--- config.mk ---
export PLATFORM = sky130hd
export DESIGN_NAME = enc_key_input
export DESIGN_NICKNAME = d
export VERILOG_FILES = /design/src/rtl/enc_key_pkg.sv /design/src/rtl/deb_filter.sv /design/src/rtl/enc_key_input.sv
export SDC_FILE = /design/constraint.sdc
export NUM_CORES = 1
export LEC_CHECK = 0
export ABC_AREA = 1
export BUFFER_PORTS_ARGS = -buffer_cell sky130_fd_sc_hd__buf_2
export CORE_ASPECT_RATIO = 0.7
export CORE_MARGIN = 2
export CORE_UTILIZATION = 35
export DETAILED_ROUTE_END_ITERATION = 7
export PLACE_DENSITY_LB_ADDON = 0.2
export SKIP_LAST_GASP = 1
export SYNTH_ARGS = -nofsm -noshare
export SYNTH_HDL_FRONTEND = slang
export SYNTH_HIERARCHICAL = 1
export SYNTH_SLANG_ARGS = --single-unit
export TNS_END_PERCENT = 1
--- constraint.sdc ---
create_clock -name clk -period 5.2 [get_ports clk]
set_clock_uncertainty 0.15 [all_clocks]
set_input_delay 1.56 -clock clk [delete_from_list [all_inputs] [get_ports clk]]
set_output_delay 1.56 -clock clk [all_outputs]
set_load 0.05 [all_outputs]
--- src/rtl/enc_key_pkg.sv ---
// enc_key_pkg: shared constants and helpers for the encoder/key input stage.
//   AB_xx     Gray states of the debounced quadrature pair {A,B}
//   Q_CW/CCW  quarter-step increments for the 3-bit two's-complement quarter count
//   Q_DETENT  quarter count that marks one full detent
//   ENC_W     width of the digit value
//   classify  sorts a {prev,cur} AB pair into hold / CW / CCW / illegal
package enc_key_pkg;

    localparam int unsigned ENC_W = 4;

    localparam logic [1:0] AB_00 = 2'b00;
    localparam logic [1:0] AB_01 = 2'b01;
    localparam logic [1:0] AB_11 = 2'b11;
    localparam logic [1:0] AB_10 = 2'b10;

    localparam logic [2:0] Q_CW  = 3'b001;  // +1
    localparam logic [2:0] Q_CCW = 3'b111;  // -1

    localparam int Q_DETENT = 4;

    typedef enum logic [1:0] {
        TrHold,
        TrCw,
        TrCcw,
        TrIllegal
    } trans_e;

    // Successor of a state in the clockwise sequence 00->01->11->10->00.
    function automatic logic [1:0] cw_next(input logic [1:0] ab);
        logic [1:0] nxt;
        unique case (ab)
            AB_00: nxt = AB_01;
            AB_01: nxt = AB_11;
            AB_11: nxt = AB_10;
            AB_10: nxt = AB_00;
        endcase
        return nxt;
    endfunction

    function automatic trans_e classify(input logic [1:0] prev, input logic [1:0] cur);
        trans_e tr;
        if (cur == prev) begin
            tr = TrHold;
        end else if (cur == cw_next(prev)) begin
            tr = TrCw;
        end else if (prev == cw_next(cur)) begin
            tr = TrCcw;
        end else begin
            tr = TrIllegal;  // both bits flipped together
        end
        return tr;
    endfunction

endpackage

--- src/rtl/deb_filter.sv ---
// deb_filter: 2-flop synchroniser followed by a stable-count debouncer.
//   DEB_CYCLES  consecutive stable cycles needed before the output follows (1..65535)
//   RESET_VAL   idle level loaded into the synchroniser and output on reset
//   clk         system clock
//   rst         synchronous active-low reset
//   raw_i       asynchronous raw input
//   deb_o       synchronised, debounced level
module deb_filter #(
    parameter int unsigned DEB_CYCLES = 16,
    parameter bit          RESET_VAL  = 1'b0
) (
    input  logic clk,
    input  logic rst,
    input  logic raw_i,
    output logic deb_o
);

    localparam logic [15:0] CntMax = 16'(DEB_CYCLES - 1);

    logic        sync1_q, sync2_q;
    logic        deb_q, deb_d;
    logic [15:0] cnt_q, cnt_d;

    // Counter runs only while the synchronised input disagrees with the output;
    // any return to agreement restarts it, so short glitches never get through.
    always_comb begin
        deb_d = deb_q;
        cnt_d = '0;
        if (sync2_q != deb_q) begin
            if (cnt_q == CntMax) begin
                deb_d = sync2_q;
            end else begin
                cnt_d = cnt_q + 16'd1;
            end
        end
    end

    always_ff @(posedge clk) begin
        if (!rst) begin
            sync1_q <= RESET_VAL;
            sync2_q <= RESET_VAL;
            deb_q   <= RESET_VAL;
            cnt_q   <= '0;
        end else begin
            sync1_q <= raw_i;
            sync2_q <= sync1_q;
            deb_q   <= deb_d;
            cnt_q   <= cnt_d;
        end
    end

    assign deb_o = deb_q;

endmodule

--- src/rtl/enc_key_input.sv ---
// enc_key_input: conditions a detented quadrature encoder and an active-low
// push button into a 4-bit digit and a clean key level/pulse.
//   DEB_CYCLES  debounce stable-cycle count (1..65535)
//   clk         system clock
//   rst         synchronous active-low reset
//   qa, qb      raw encoder channels A and B
//   key_n       raw push button, active-low
//   enc         digit value, steps once per detent
//   key         debounced button level, 1 = pressed
//   key_pulse   one-cycle pulse on each press
//   step_err    one-cycle pulse on an illegal (double-bit) encoder transition
// Build option: define ENC_SATURATE_EN to make enc saturate at 0 and F
// instead of wrapping modulo 16.
module enc_key_input
    import enc_key_pkg::*;
#(
    parameter int unsigned DEB_CYCLES = 16
) (
    input  logic             clk,
    input  logic             rst,
    input  logic             qa,
    input  logic             qb,
    input  logic             key_n,
    output logic [ENC_W-1:0] enc,
    output logic             key,
    output logic             key_pulse,
    output logic             step_err
);

    localparam logic [3:0] QDetPos = 4'(Q_DETENT);
    localparam logic [3:0] QDetNeg = 4'(-Q_DETENT);

    logic deb_a, deb_b, deb_key_n;

    deb_filter #(.DEB_CYCLES(DEB_CYCLES), .RESET_VAL(1'b0)) u_deb_a (
        .clk   (clk),
        .rst   (rst),
        .raw_i (qa),
        .deb_o (deb_a)
    );

    deb_filter #(.DEB_CYCLES(DEB_CYCLES), .RESET_VAL(1'b0)) u_deb_b (
        .clk   (clk),
        .rst   (rst),
        .raw_i (qb),
        .deb_o (deb_b)
    );

    deb_filter #(.DEB_CYCLES(DEB_CYCLES), .RESET_VAL(1'b1)) u_deb_key (
        .clk   (clk),
        .rst   (rst),
        .raw_i (key_n),
        .deb_o (deb_key_n)
    );

    logic [1:0]       ab, ab_prev_q;
    logic [2:0]       q_q, q_d;
    logic [ENC_W-1:0] enc_q, enc_d;
    logic             step_err_d, step_err_q;
    logic             key_lvl, key_q, key_pulse_q;
    logic [3:0]       q_sum;
    trans_e           tr;

    assign ab      = {deb_a, deb_b};
    assign key_lvl = ~deb_key_n;
    assign tr      = classify(ab_prev_q, ab);

    always_comb begin
        q_d        = q_q;
        enc_d      = enc_q;
        step_err_d = 1'b0;
        // q_q never leaves -3..+3 while stored, but the 4th quarter reaches +/-4,
        // so the sum is formed one bit wider.
        q_sum      = {q_q[2], q_q};
        unique case (tr)
            TrHold: begin
            end
            TrCw: begin
                q_sum = {q_q[2], q_q} + {Q_CW[2], Q_CW};
            end
            TrCcw: begin
                q_sum = {q_q[2], q_q} + {Q_CCW[2], Q_CCW};
            end
            TrIllegal: begin
                step_err_d = 1'b1;
            end
        endcase

        if (tr == TrIllegal) begin
            q_d = '0;
        end else if (tr != TrHold) begin
            if (ab == AB_00) begin
                q_d = '0;
                if (q_sum == QDetPos) begin
`ifdef ENC_SATURATE_EN
                    if (enc_q != '1) enc_d = enc_q + 4'd1;
`else
                    enc_d = enc_q + 4'd1;
`endif
                end else if (q_sum == QDetNeg) begin
`ifdef ENC_SATURATE_EN
                    if (enc_q != '0) enc_d = enc_q - 4'd1;
`else
                    enc_d = enc_q - 4'd1;
`endif
                end
            end else begin
                q_d = q_sum[2:0];
            end
        end
    end

    always_ff @(posedge clk) begin
        if (!rst) begin
            ab_prev_q   <= AB_00;
            q_q         <= '0;
            enc_q       <= '0;
            step_err_q  <= 1'b0;
            key_q       <= 1'b0;
            key_pulse_q <= 1'b0;
        end else begin
            ab_prev_q   <= ab;
            q_q         <= q_d;
            enc_q       <= enc_d;
            step_err_q  <= step_err_d;
            key_q       <= key_lvl;
            key_pulse_q <= key_lvl & ~key_q;  // press edge only
        end
    end

    assign enc       = enc_q;
    assign key       = key_q;
    assign key_pulse = key_pulse_q;
    assign step_err  = step_err_q;

endmodule

# Word level (Yosys, flattened, before mapping)
# Cells that the tools add are included.
# classes
addsub,7
eq_ne,20
muxes,13
bitwise_logic,8
n_reduce_logical,12
# ops
cell,count
$add 16x1->16 const B,3
$eq 16x4->1 const B,3
$pmux 2 s4,2
$eq 2x2->1 const B,6
$mux 2,5
$reduce_or 3->1,3
$mux 4,2
$pmux 4 s2,1
$not 1->1,7
$eq 2x1->1 const B,3
$eq 2x2->1,3
$reduce_and 2->1,3
$add 3x1->4 const B,1
$add 3x2->4 const B,1
$add 4x1->4 const B,1
$eq 4x3->1 const B,1
$eq 4x4->1 const B,1
$logic_not 2->1,2
$reduce_and 4->1,1
$reduce_bool 2->1,2
$sub 4x1->4 const B,1
$mux 3,1
$ne 1x1->1,3
$mux 1,2
other kinds (2),2
# word_totals
ff_bits,69
input_bits,5
word_cells,78

# Longest topological paths before layout
# Gate-level depths: netlist of run 1.
# depth
word_depth,15
depth_mapped,26
depth_no_buf,26

# By module
# The synthesis of run 1 kept the hierarchy.
# modules_own_cells
module,n_inst,cells_each,area_each_um2,seq_area_each_um2
deb_filter (u_deb_a ...),2,130,960.9,380.4
deb_filter (u_deb_key),1,136,954.7,380.4
enc_key_input,1,115,798.3,240.2

# Worst setup path after synthesis of run 1
# OpenSTA, ideal clock, no wires.
# synth_path
kind,reg2reg
start,reg u_deb_a.deb_q (netlist: u_deb_a/deb_o)
end,reg enc_q[3] (netlist: enc[3])
setup_time_ns,0.117
t_arrival_ns,3.158
setup_slack_ns,1.775
stages_incl_launch_ff,23
n_path_buf,0
path_cell_list,dfxtp_1 -> xnor2_1 -> or2_2 -> nand2_1 -> ha_1 -> nand2_1 -> and2_1 -> ha_1 -> nand2_1 -> o21ai_1 -> nor2_1 -> nand3_2 -> or2_2 -> ha_1 -> a21o_1 -> nand2_1 -> nand2_1 -> inv_1 -> nand2_1 -> nand2_1 -> nand3_1 -> nand2_1 -> nor2_1
# synth_between
elab_chain_cells,13
elab_cells_between_ends,24
classes_between,eq/ne (11); mux (8); bitwise (1); reduce/logical (4)
# synth_rtl
item,line_no,text
"start, declared",deb_filter.sv:21,"logic deb_q, deb_d;"
"start signal, assigned",deb_filter.sv:42,deb_q <= RESET_VAL;
"start signal, assigned",deb_filter.sv:47,deb_q <= deb_d;
"$eq 2x2->1, or another cell as far along",enc_key_pkg.sv:31,unique case (ab)
$pmux 2 s4,enc_key_pkg.sv:31,
$mux 2,enc_key_pkg.sv:44,end else if (cur == cw_next(prev)) begin
$mux 2,enc_key_pkg.sv:42,if (cur == prev) begin
$eq 2x2->1,enc_key_pkg.sv:46,end else if (prev == cw_next(cur)) begin
$mux 1,enc_key_pkg.sv:46,
$mux 2,enc_key_pkg.sv:44,
$mux 2,enc_key_pkg.sv:42,
$eq 2x2->1 / $eq 2x1->1 (equally long branches),enc_key_input.sv:75,unique case (tr)
$pmux 4 s2,enc_key_input.sv:75,
$eq 4x3->1 / $eq 4x4->1 (equally long branches),"enc_key_input.sv:94, enc_key_input.sv:100",
$reduce_bool 2->1 (no source line),--,
$reduce_and 4->1 (no source line),--,
"end signal, assigned",enc_key_input.sv:124,enc_q <= enc_d;
"end, declared",enc_key_input.sv:58,"logic [ENC_W-1:0] enc_q, enc_d;"
# Several ways; a longest one is shown, not always the timed one. The select of a mux whose other input is x is not followed.
# A chain may end at the register's enable or synchronous reset.

# Worst setup path after layout of run 1
# Same ends and word-level chain as after synthesis.

==> results of run 1 <==
## critical path, cell delays in order (launching register included)
cell	delay [ns]
dfxtp_1	0.42
xnor2_1	0.11
or2_2	0.30
nand2_1	0.14
ha_1	0.27
nand2_1	0.11
and2_1	0.17
ha_1	0.26
nand2_1	0.06
o21ai_1	0.08
nor2_1	0.20
nand3_2	0.14
or2_2	0.33
ha_1	0.29
a21o_1	0.18
nand2_1	0.05
nand2_1	0.06
inv_1	0.05
nand2_1	0.04
nand2_1	0.07
nand3_1	0.08
nand2_1	0.06
nor2_1	0.04
## worst max-delay path by stage
stage                  startpoint     end  slack, ns  cells past startpoint
floorplan           u_deb_a/deb_o  enc[3]       1.77                     22
global placement    u_deb_a/deb_o  enc[3]       1.64                     22
detailed placement  u_deb_a/deb_o  enc[3]       1.43                     22
CTS                 u_deb_a/deb_o  enc[3]       1.42                     22
global route        u_deb_a/deb_o  enc[3]       1.05                     22
finish              u_deb_a/deb_o  enc[3]       1.43                     22
## logic make-up after synthesis
logic type | after synthesis | synth area share
buf+inv | 71 | 0.0858
xor+xnor | 24 | 0.0572
simple gates | 298 | 0.385
compound gates | 38 | 0.0565
fa+ha+maj | 11 | 0.0395
flops | 69 | 0.376
## power breakdown
group          switching [mW]  internal (mW)
logic                  0.0106        0.00400
clock network           0.229          0.382
registers             0.00126          0.532
## area by class of cell
class | count | area, um2 | share of cell area
multi-input cells | 371 | 1980 | 0.478
flip-flops and latches | 69 | 1380 | 0.334
inverters | 68 | 255 | 0.0617
clock buffers | 10 | 239 | 0.0578
well taps | 132 | 165 | 0.0399
clock inverters | 6 | 62.6 | 0.0151
repair buffers | 11 | 55.1 | 0.0133
## placed cells by master (no fill, tap or decap), drive strengths merged
cell,n
nand2,147
nor2,92
dfxtp,69
inv,68
nand3,33
a21oi,30
xor2,16
nand4,15
buf,11
ha,10
clkbuf,10
xnor2,8
or2,8
o21ai,4
clkinvlp,3
o21bai,3
clkinv,2
nor3,2
and2,1
a21o,1
fa,1
bufinv,1
## cell usage after synthesis
library cell  number
or2_2              6
dfxtp_1           69
o21bai_1           3
nand3_2            6
xnor2_1            8
nor3_2             1
nor2_2            34
nand4_1           15
nor3_1             1
a21oi_1           28
nor2_1            53
nand2_4            3
o21ai_1            2
o21ai_0            2
a21o_1             1
or2_1              2
nand2_2            5
nand3_1           27
and2_1             1
xor2_1            16
a21oi_2            2
nand2_1          139
inv_2              1
buf_12             3
nor2_4             5
fa_1               1
ha_1              10
inv_1             67
## routing by layer
metal,global-route usage,vias to the layer above,part of all wire
met5,0,-,0
met4,0.0485,0,0.010
met3,0.0417,6,0.029
met2,0.193,35,0.39
met1,0.194,1265,0.57
li1,-,1635,-
## stage by stage
stage          instance area, um2  instances   util
2_1_floorplan                3670        511      -
5_1_grt                      4140        667  0.402
3_5_place_dp                 3830        651  0.373
3_3_place_gp                 3830        651  0.373
4_1_cts                      4140        667  0.402
6_report                     4140        667  0.402
## flip-flops by register name, summed over array words and instances (netlist names), 2 cells and up
signal and cells:
u_deb_a/cnt_q 16, u_deb_b/cnt_q 16, u_deb_key/cnt_q 16, enc 4, q_q 3, ab_prev_q 2
==> flow_summary.json, run 1 <==
{
  "rsz0062_at_grt": "no",
  "hp-class": "flip-flop to flip-flop",
  "ys_seq_area_frac": 0.376,
  "grt_start_max_net_pins": 18,
  "holdPathEnd": "u_deb_key/sync2_q",
  "worst_pin_slew_ns": 0.303,
  "cp.required_ns": 5.27,
  "worst_slack_ns": 1.43,
  "worst_hold_slack_ns": 0.253,
  "period_needed_ns": 3.77,
  "dr.pass1.iters": 4,
  "die_y_um": 89.7,
  "cap_violations": 0,
  "drc_errors": 0,
  "start_kind": "flip-flop",
  "hp-start": "u_deb_key/sync1_q",
  "initialDrtViolationCount": 151,
  "grt_pass1_wl_um": 12600,
  "finalSetupViolCount": 0,
  "core_um2": 10300,
  "cts_made_buffers": 9,
  "clk_latency_ns": 0.33,
  "grt.overflow.total": 0,
  "ir_drop_mv": 0.233,
  "synth-seq-cells": 69,
  "synth_cells": 511,
  "portBuffers": 11,
  "cts_tree": "done",
  "maxSlewHeadroom": 0.798,
  "root_buffer": "clkbuf_16",
  "grt.total_usage": 0.136,
  "max_freq_ghz": 0.265,
  "synth.largest_area_cell": "dfxtp_1",
  "synth_top_area_share": 0.376,
  "clkSlewWorstSetupHoldPaths_ns": 0.06,
  "final_nets": 546,
  "netlist_area_um2": 3670,
  "min_period_over_period": 0.726,
  "dp_hpwl_um": 5170,
  "fill_cells": 1055,
  "gp_congestion": 0.798,
  "yosys-top-cells-area": "dfxtp_1 38%, nand2_1 14%, inv_1 6.8%",
  "finalHoldViolCount": 0,
  "report.power.total_mw": 1.16,
  "grt_pass1_vias": 2773,
  "timing.rr.start": "u_deb_a/deb_o",
  "tns_ns": 0,
  "path_class": "flip-flop to flip-flop",
  "drt_wl_total_um": 6970,
  "avgSynthCellArea_um2": 7.19,
  "start_util": 0.358,
  "power_density_nw_per_um2": 280,
  "yosysWarnings": 6,
  "viasPerCell": 4.41,
  "status": "complete, no violations",
  "antenna_found_initial": 0,
  "holdPathStages": 2,
  "syn_to_final_growth_pct": 12.6,
  "ctsResizeCount": 0,
  "slew_viol_final": 0,
  "crit_arrival_ns": 3.85,
  "fp.dieArea_um2": 11300,
  "endpoint_kind": "flip-flop",
  "path_max_fanout": 5,
  "drive_above_1_share": 0.168,
  "rows": 31,
  "cts.sinks": 69,
  "post_cts_buffers": 0,
  "clockBufferDepth": 2,
  "n_antenna_cell": 0,
  "reg2regPathDepth": 22,
  "post_drt_wl_per_cell_um": 10.5,
  "dr_total_vias": 2941,
  "synth_cell_types": 28,
  "synth.net_count": 527,
  "r2r_end": "enc[3]",
  "antenna_left": 0,
  "htreeDepth": 3,
  "leakagePower_nw": 1.55,
  "fp.dieW_um": 126,
  "r2r_setup_slack_ns": 1.43,
  "dpl_worst_slack_ns": 1.43,
  "io_pins": 12,
  "holdBufCountCts": 0
}
(Power assumes the default switching activity.)
==> inputs of run 2 (changes only) <==
- clock period: 5.2 -> 3.1 ns (I/O delays scaled with it)
==> run 2 against run 1 <==
Net effect: the run now ends with setup timing left; register-to-register slack got worse by 1.5 ns; die area did not move; first-iteration DRC count fell by 7.9%; largest power group unchanged; clock power rose by 51%; worst hold slack improved by 0.0060 ns; maximum frequency rose by 21%.
==> flow_summary.json, run 2 (same netlist as run 1, synthesis figures left out) <==
{
  "start_kind": "flip-flop",
  "worst_slack_ns": -0.0256,
  "power_density_nw_per_um2": 413,
  "final_nets": 573,
  "status": "finished with violations",
  "routedLengthMet1_um": 3870,
  "dpl_worst_slack_ns": -0.177,
  "grt_pass1_vias": 2917,
  "worstPathCellList": "xor2_2, or2_4, nand2_4, ha_4, inv_2, nand2_2, and2_4, ha_4, nand2_4, o21ai_4, nor2_4, nand3_4, or2_4, ha_4, a21o_1, nand2_1, nand2_2, inv_2, nand2_2, nand2_2, nand3_1, nand2_1, nor2_1",
  "max_freq_ghz": 0.320,
  "layout_commonest_cell": "nand2_1",
  "cp_common_cell": "nand2_2",
  "drive_above_1_share": 0.250,
  "violations": "setup timing",
  "fp.dieArea_um2": 11300,
  "cp.required_ns": 3.16,
  "grt_pass1_wl_um": 13000,
  "cts_made_buffers": 9,
  "clockBufferDepth": 2,
  "layout_common_cells": "131 x nand2_1, 65 x dfxtp_1, 64 x inv_1",
  "register_area_um2": 1390,
  "initialDrtViolationCount": 139,
  "multi_input_area_um2": 2120,
  "path_max_fanout": 3,
  "crit_arrival_ns": 3.19,
  "rsz0062_at_grt": "yes",
  "path_class": "flip-flop to flip-flop",
  "dr_total_vias": 3080,
  "rows": 31,
  "leakagePower_nw": 1.70,
  "clk_latency_ns": 0.32,
  "dp_hpwl_um": 5370,
  "hp-class": "flip-flop to flip-flop",
  "fp.dieW_um": 126,
  "antenna_found_initial": 0,
  "worst_pin_slew_ns": 0.325,
  "finalHoldViolCount": 0,
  "root_buffer": "clkbuf_16",
  "cp_slowest_stage_delay_ns": 0.36,
  "start_util": 0.358,
  "ir_drop_mv": 0.269,
  "fin_area_um2": 4460,
  "core_um2": 10300,
  "final_util": 0.433,
  "cap_violations": 0,
  "endpoint_kind": "flip-flop",
  "die_y_um": 89.7,
  "report.power.total_mw": 1.84,
  "htreeDepth": 3,
  "cpMaxStageDelayCell": "dfxtp_4",
  "grt.total_usage": 0.139,
  "antenna_left": 0,
  "portBuffers": 11,
  "syn_to_final_growth_pct": 21.2,
  "cpLargestDelayFamily": "simple AND/OR/NAND/NOR gates",
  "dr_wl_met2_um": 3280,
  "drt_wl_total_um": 7450,
  "tns_ns": -0.0256,
  "viasPerCell": 4.45,
  "slew_viol_final": 0,
  "n_antenna_cell": 0,
  "io_pins": 12,
  "place_inst": 666,
  "clkSlewWorstSetupHoldPaths_ns": 0.05,
  "cts_tree": "done",
  "min_period_over_period": 1.01,
  "worst_hold_slack_ns": 0.259,
  "grt.overflow.total": 0,
  "cts.sinks": 69,
  "finalSetupViolCount": 1,
  "period_needed_ns": 3.13,
  "holdBufCountCts": 0,
  "drc_errors": 0,
  "grt_start_max_net_pins": 18,
  "reg_top3": "u_deb_a/cnt_q x16, u_deb_b/cnt_q x16, u_deb_key/cnt_q x16",
  "dr.pass1.iters": 4,
  "placed_cell_area_um2": 3990,
  "post_drt_wl_per_cell_um": 10.8,
  "fin_cells": 692,
  "fill_cells": 1031,
  "maxSlewHeadroom": 0.783,
  "met3_length_um": 265,
  "gp_congestion": 0.787,
  "routed.top_layer": "met4",
  "path_buf_inv": 2
}
run 2: cell count changes in the layout (fill, tap and decap cells not counted), moves of 4 or more:
cell / previous run / this run
buf_4: 0 / 27
dfxtp_1: 69 / 65
ha_1: 10 / 6
ha_4: 0 / 4
nand2_1: 139 / 131
nand2_2: 5 / 11
run 2: final cells by class:
type	count	share of cell area
clock buffers	12	0.0576
well taps	132	0.0371
clock inverters	2	0.00225
inverters	68	0.0573
multi-input cells	371	0.476
repair buffers	38	0.0578
flip-flops and latches	69	0.312
run 2: worst paths after layout:
kind	start	to	slack, ns	depth (start not counted)
setup / recovery	u_deb_b/deb_o	enc[3]	-0.03	23
hold / removal	u_deb_key/sync1_q	u_deb_key/sync2_q	0.26	2
setup reg to reg	u_deb_b/deb_o	enc[3]	-0.03	23
hold reg to reg	u_deb_key/sync1_q	u_deb_key/sync2_q	0.26	2
run 2: layer usage:
| metal | global-route usage | vias to the layer above |
|---|---|---|
| li1 | - | 1686 |
| met1 | 0.184 | 1355 |
| met2 | 0.217 | 37 |
| met3 | 0.0440 | 2 |
| met4 | 0.0375 | 0 |
| met5 | 0 | - |
run 2: power breakdown:
group / internal, mW / switching (mW) / leakage (nW)
Sequential: 0.891 / 0.00229 / 0.560
Combinational: 0.00666 / 0.0179 / 1.00
Clock: 0.573 / 0.350 / 0.134
run 2: timing repair:
action                     4_1_cts  5_1_grt
setup buffers                   11        1
resized for setup               13       12
setup endpoints to repair        3        3
pin swaps                       12        9
run 2: worst register-to-register path, delay by kind of cell (launching register included):
| kind | cells | cell delay (ns) |
|---|---|---|
| compound gates | 2 | 0.20 |
| flops | 1 | 0.36 |
| simple gates | 15 | 1.51 |
| fa+ha+maj | 3 | 0.55 |
| xor+xnor | 1 | 0.18 |
| buf+inv | 2 | 0.09 |
